### config.mk
export PLATFORM = sky130hd
export DESIGN_NAME = encoder_164_prio_reg_flat
export DESIGN_NICKNAME = d
export VERILOG_FILES = /design/src/rtl/encoder_164_prio_reg_if.sv /design/src/rtl/encoder_164_prio_reg.sv /design/src/flat_wrapper.sv
export SDC_FILE = /design/constraint.sdc
export NUM_CORES = 1
export LEC_CHECK = 0
export ABC_AREA = 1
export CORE_AREA = 2 2 39 41
export DETAILED_ROUTE_END_ITERATION = 8
export DIE_AREA = 0 0 41 43
export PLACE_DENSITY = 0.64
export SYNTH_ARGS = -nofsm -noshare
export SYNTH_HDL_FRONTEND = slang
export SYNTH_SLANG_ARGS = --single-unit
### constraint.sdc
create_clock -name clk -period 1.1 [get_ports clk]
set_input_delay 0.22 -clock clk [delete_from_list [all_inputs] [get_ports clk]]
set_output_delay 0.22 -clock clk [all_outputs]
set_load 0.02 [all_outputs]
### src/rtl/encoder_164_prio_reg_if.sv
// Request/code bundle for the registered 16-to-4 priority encoder.
// The master drives requests and enable; the slave (encoder) returns the code and flags.
interface encoder_164_prio_reg_if;
  localparam int unsigned IN_W   = 16;
  localparam int unsigned CODE_W = 4;

  logic [IN_W-1:0]   A;
  logic              EI;
  logic [CODE_W-1:0] L;
  logic              GS;
  logic              EO;

  modport master (output A, output EI, input L, input GS, input EO);
  modport slave  (input A, input EI, output L, output GS, output EO);
endinterface

### src/rtl/encoder_164_prio_reg.sv
// Registered 16-to-4 priority encoder built from two cascaded 8-to-3 encoders.
// A[15] has the highest priority. GS/EO give cascade status; all outputs come straight from flops.

// 8-to-3 priority encoder. Code, gs and eo are combinational.
module encoder_83 (
  input  logic       en,
  input  logic [7:0] din,
  output logic [2:0] code_c,
  output logic       gs_c,
  output logic       eo_c
);
  localparam int unsigned IN_W = 8;

  // Scan upward so the highest set bit wins. The code stays 0 when disabled or idle.
  always_comb begin
    code_c = '0;
    if (en) begin
      for (int unsigned i = 0; i < IN_W; i++) begin
        if (din[i]) code_c = 3'(i);
      end
    end
  end

  assign gs_c = en & (|din);
  assign eo_c = en & ~(|din);
endmodule

module encoder_164_prio_reg (
  input logic                  clk,
  input logic                  rst,
  encoder_164_prio_reg_if.slave bus
);
  localparam int unsigned IN_W   = 16;
  localparam int unsigned HALF_W = IN_W / 2;
  localparam int unsigned CODE_W = 4;
  localparam int unsigned SUB_W  = CODE_W - 1;

  logic [SUB_W-1:0]  hi_code_c, lo_code_c;
  logic              hi_gs_c, hi_eo_c, lo_gs_c, lo_eo_c;
  logic [CODE_W-1:0] l_next_c;
  logic              gs_next_c, eo_next_c;

  logic [CODE_W-1:0] l_q;
  logic              gs_q, eo_q;

  // The upper byte has priority. The lower byte is enabled only when the upper byte is idle.
  encoder_83 u_hi (
    .en     (bus.EI),
    .din    (bus.A[IN_W-1:HALF_W]),
    .code_c (hi_code_c),
    .gs_c   (hi_gs_c),
    .eo_c   (hi_eo_c)
  );

  encoder_83 u_lo (
    .en     (hi_eo_c),
    .din    (bus.A[HALF_W-1:0]),
    .code_c (lo_code_c),
    .gs_c   (lo_gs_c),
    .eo_c   (lo_eo_c)
  );

  // At most one sub-encoder has a non-zero code, so OR merges the two codes.
  assign l_next_c  = {hi_gs_c, hi_code_c | lo_code_c};
  assign gs_next_c = hi_gs_c | lo_gs_c;
  assign eo_next_c = lo_eo_c;

  always_ff @(posedge clk or posedge rst) begin
    if (rst) begin
      l_q  <= '0;
      gs_q <= 1'b0;
      eo_q <= 1'b0;
    end else begin
      l_q  <= l_next_c;
      gs_q <= gs_next_c;
      eo_q <= eo_next_c;
    end
  end

  assign bus.L  = l_q;
  assign bus.GS = gs_q;
  assign bus.EO = eo_q;
endmodule

### src/flat_wrapper.sv
// flat-port wrapper written by rule: the top's interface ports become plain ports
module encoder_164_prio_reg_flat 
  (clk, rst, bus_A, bus_EI, bus_L, bus_GS, bus_EO);
  encoder_164_prio_reg_if bus_i ();
  input logic clk;
  input logic rst;
  input wire logic [$bits(bus_i.A)-1:0] bus_A;
  input wire logic [$bits(bus_i.EI)-1:0] bus_EI;
  output wire logic [$bits(bus_i.L)-1:0] bus_L;
  output wire logic [$bits(bus_i.GS)-1:0] bus_GS;
  output wire logic [$bits(bus_i.EO)-1:0] bus_EO;
  assign bus_i.A = bus_A;
  assign bus_i.EI = bus_EI;
  assign bus_L = bus_i.L;
  assign bus_GS = bus_i.GS;
  assign bus_EO = bus_i.EO;
  encoder_164_prio_reg u_core (.clk(clk), .rst(rst), .bus(bus_i));
endmodule
==> reports/results.txt, run 1 <==
The flow ran to the end, and the final reports show no timing, DRC or antenna violations. By area, the combinational part of the netlist is dominated by simple AND/OR/NAND/NOR gates. Among the stages of the critical path, the cell type that occurs most often is nand2_1. Category of the most critical setup path: in2reg. Measured on the finished design, the core utilization comes to 50.6%.

The post-synthesis simple-gate area fraction is 38.5%, and the global-route congestion overflow total is 0. The count of maximum capacitance violations is 0. The slowest cell on the critical path was clkdlybuf4s50_1. In this run, synthesis produced a sequential element count of 6. For the maximum number of buffers from clock root to sink, the log shows 2. For the worst setup path, the data required time is 1.27 ns. In this run the worst setup path begins at bus_A[11]. Before CTS, the worst setup slack after placement is -0.279 ns.

The congestion estimate from routability-driven global placement came to 0.692. The number of primary I/O pins was 25; the average wire per standard cell was 7.78 um. TritonCTS built the clock tree. Yosys mapped a number of flops with a built-in enable equal to 0. The commonest cells after synthesis are nand2_1, inv_1, dfrtp_1. The number of antenna violations at the first check in global routing was 0; the yosys synthesis warning count was 0.

The logs give 59 for the count of mapped cells out of synthesis and 0 for the number of hold buffers added after CTS. Clock tree synthesis found a total of 6 sinks. Before antenna repair, the detailed router went through 4 iterations.

Wires add up to 832 um. Once the floorplan was initialized, standard cells occupied 27.2% of the core. The relative max-transition margin is 86.2%. Entering global routing, the biggest net connects 7 pins. After detailed routing, the number of remaining DRC violations is 0. CTS placed an instance of clkbuf_4 at the clock tree root. Of the available clock period, the critical path in the final layout requires 96.0%. The largest fanout of any net on the critical path is 3. The wire-length estimate of the detail-placed layout is 736 um. The critical path arrival is 1.23 ns, and the share of the synthesized area in the top cell type is 39.9%. From synthesis to final layout, the design area changed by 86.0%. For the post-route worst hold slack, the log shows 0.197 ns. The wire length of the first global-routing pass was 1590 um; the H-tree depth reported by CTS was 1. The delay of the slowest cell on the worst path works out to 0.42 ns. For this run, the leading register cell type out of synthesis is dfrtp_1.

Count of routing violations after the opening detailed-route iteration: 2. Ranked by total cell area, the synthesized netlist is headed by dfrtp_1, nand2_1, inv_1. Adding up every negative setup slack in the final design gives 0 ns.

The actual slew at the worst max-slew pin was 0.207 ns. Across all layers, the routed design uses 439 vias. The tools report the combined global-route utilization of all metal layers as 12.9%. In this run the standard cell core region covers 1380 um2. Setup repair after global routing could not meet its margin everywhere.

For this run, asynchronously set or reset flops after synthesis account for 100%. In the post-synthesis netlist, the cell with the most instances is nand2_1. The startpoint type of the worst setup path was an input pin.

The repair_antennas step left the layout with diodes totalling 0. After Yosys synthesis, full adders, half adders and majority gates account for 0% of the synthesized area. The fmax is 947 MHz. The floorplan has 14 rows. In this run the mean area of a mapped cell was 6.38 um2. The die extent in y came out at 43 um. The run gives 112 as the number of nets in the finished design. After clock tree synthesis, the clock-pin slew on the worst setup and hold paths is 0.04 ns. After synthesis the cells add up to 377 um2. Worst hold path class: in2async.

VDD sags by at most 261 uV. The die is 41 um wide. The synthesized netlist contains 13 unique library cells. The final number of max-transition violations was 0. The area fraction in compound gates after synthesis is 6.64%. Number of vias per cell: 4.10.

The final number of setup-violating endpoints is 0. The share of the Yosys chip area taken by registers is 39.9%. The final hold violation count was 0. The critical path goes through clkdlybuf4s50_1, inv_1, nand3_1, nor2_4, nand2_2, inv_2, nand2_1, nand2_1.

The analysis attributes to cell leakage a power of 0.396 nW. The tools report the number of global-route vias before repair as 453. The tools report the net count of the mapped netlist as 78.

The number of fillers in the final layout is 148, and the total clock buffers created by CTS is 3. The number of buffers added on ports works out to 24. The mux share of post-synthesis cell area is 0%. The post-route netlist has 23.1% of its cells at a drive strength greater than 1. Summed over all instances, the cell type with the most area after synthesis is dfrtp_1.

The endpoint kind of the worst setup timing path is a flip-flop. Once routing completed, OpenROAD measured the worst setup slack at 0.0441 ns. For this design the ratio of total power to cell area is 834 nW/um2.

Summing the areas of all xor and xnor instances in the mapped netlist gives 0% of the synthesized area. Once detail routing completed, the nets flagged for antenna violations numbered 0. The die covers 1760 um2. The post-layout minimum cycle time is 1.06 ns.
[cell families after synthesis]
logic type	Yosys count
AOI/OAI and AO/OA	5
buffers and inverters	15
DFF	6
and+or+nand+nor	33
[sequential cells by signal (all words and copies together) (netlist names)]
signal         count
u_core.bus.L       4
u_core.bus.GS      1
u_core.bus.EO      1
[metal layers]
layer / vias up / GRT usage [%] / part of all wire [%] / routed length (um)
met5: - / 0 / 0 / 0
met4: 0 / 8.00 / 0 / 0
met3: 0 / 1.57 / 7.5 / 62
li1: 239 / - / - / -
met1: 188 / 13.5 / 37 / 307
met2: 12 / 22.2 / 56 / 463
[area by class of cell]
class	count	area [um2]	area share [%]
tap	16	20.0	2.86
timing repair buffer	29	268	38.2
clock buffer	3	22.5	3.21
inverter	15	56.3	8.04
multi-input combinational	38	184	26.2
sequential	6	150	21.4
[report_power, final]
| part | switching (mW) | total (mW) | internal [mW] |
|---|---|---|---|
| clock | 0.0671 | 0.190 | 0.123 |
| combinational | 0.0715 | 0.160 | 0.0880 |
| sequential | 0.00233 | 0.235 | 0.233 |
[placed cells by master (no fill, tap or decap), drive strengths merged]
cell / Yosys / layout
clkbuf: 0 / 7
dlymetal6s2s: 0 / 3
nand3: 4 / 4
a21oi: 3 / 3
inv: 15 / 15
clkdlybuf4s50: 0 / 15
nand4: 1 / 1
nor2: 6 / 6
clkdlybuf4s15: 0 / 2
dfrtp: 6 / 6
buf: 0 / 5
nand2: 21 / 21
o21ai: 2 / 2
nor3: 1 / 1
[worst max-delay path by stage]
stage	endpoint	slack, ns	cells after the start
floorplan	u_core.bus.L[0]$_DFF_PP0_	0.27	7
global placement	u_core.bus.L[0]$_DFF_PP0_	-0.23	8
detailed placement	u_core.bus.EO$_DFF_PP0_	-0.28	6
CTS	u_core.bus.EO$_DFF_PP0_	-0.01	6
global route	u_core.bus.L[0]$_DFF_PP0_	-0.04	8
finish	u_core.bus.L[0]$_DFF_PP0_	0.04	8
[stage by stage]
step / power (mW) / instance area [um2] / cells
3_3_place_gp: 0.406 / 659 / 102
5_1_grt: 0.622 / 701 / 107
2_1_floorplan: 0.303 / 377 / 59
4_1_cts: 0.600 / 689 / 105
3_5_place_dp: 0.407 / 659 / 102
6_report: 0.584 / 701 / 107
[critical path, delay by kind of cell]
kind / cells / cell delay, ns
buffers and inverters: 3 / 0.56
and+or+nand+nor: 5 / 0.46
[what timing repair did]
item	in CTS	in global routing
pin swaps	1	3
setup buffers	0	2
gates resized for setup	15	10
gates cloned	0	0
setup endpoints to repair	9	8
(Power assumes the default switching activity.)
==> run 2, diff against run 1 <==
Settings changed: CAP_MARGIN set to 20.
==> results of run 2 <==
Same layout as run 1: the final DEF is identical, and so are final timing and power.
==> run 3, diff against run 2 <==
Settings changed: ABC_CLOCK_PERIOD_IN_PS set to 1100, CAP_MARGIN 20 to not set.
==> results of run 3 <==
Same layout as run 1: the final DEF is identical, and so are final timing and power.
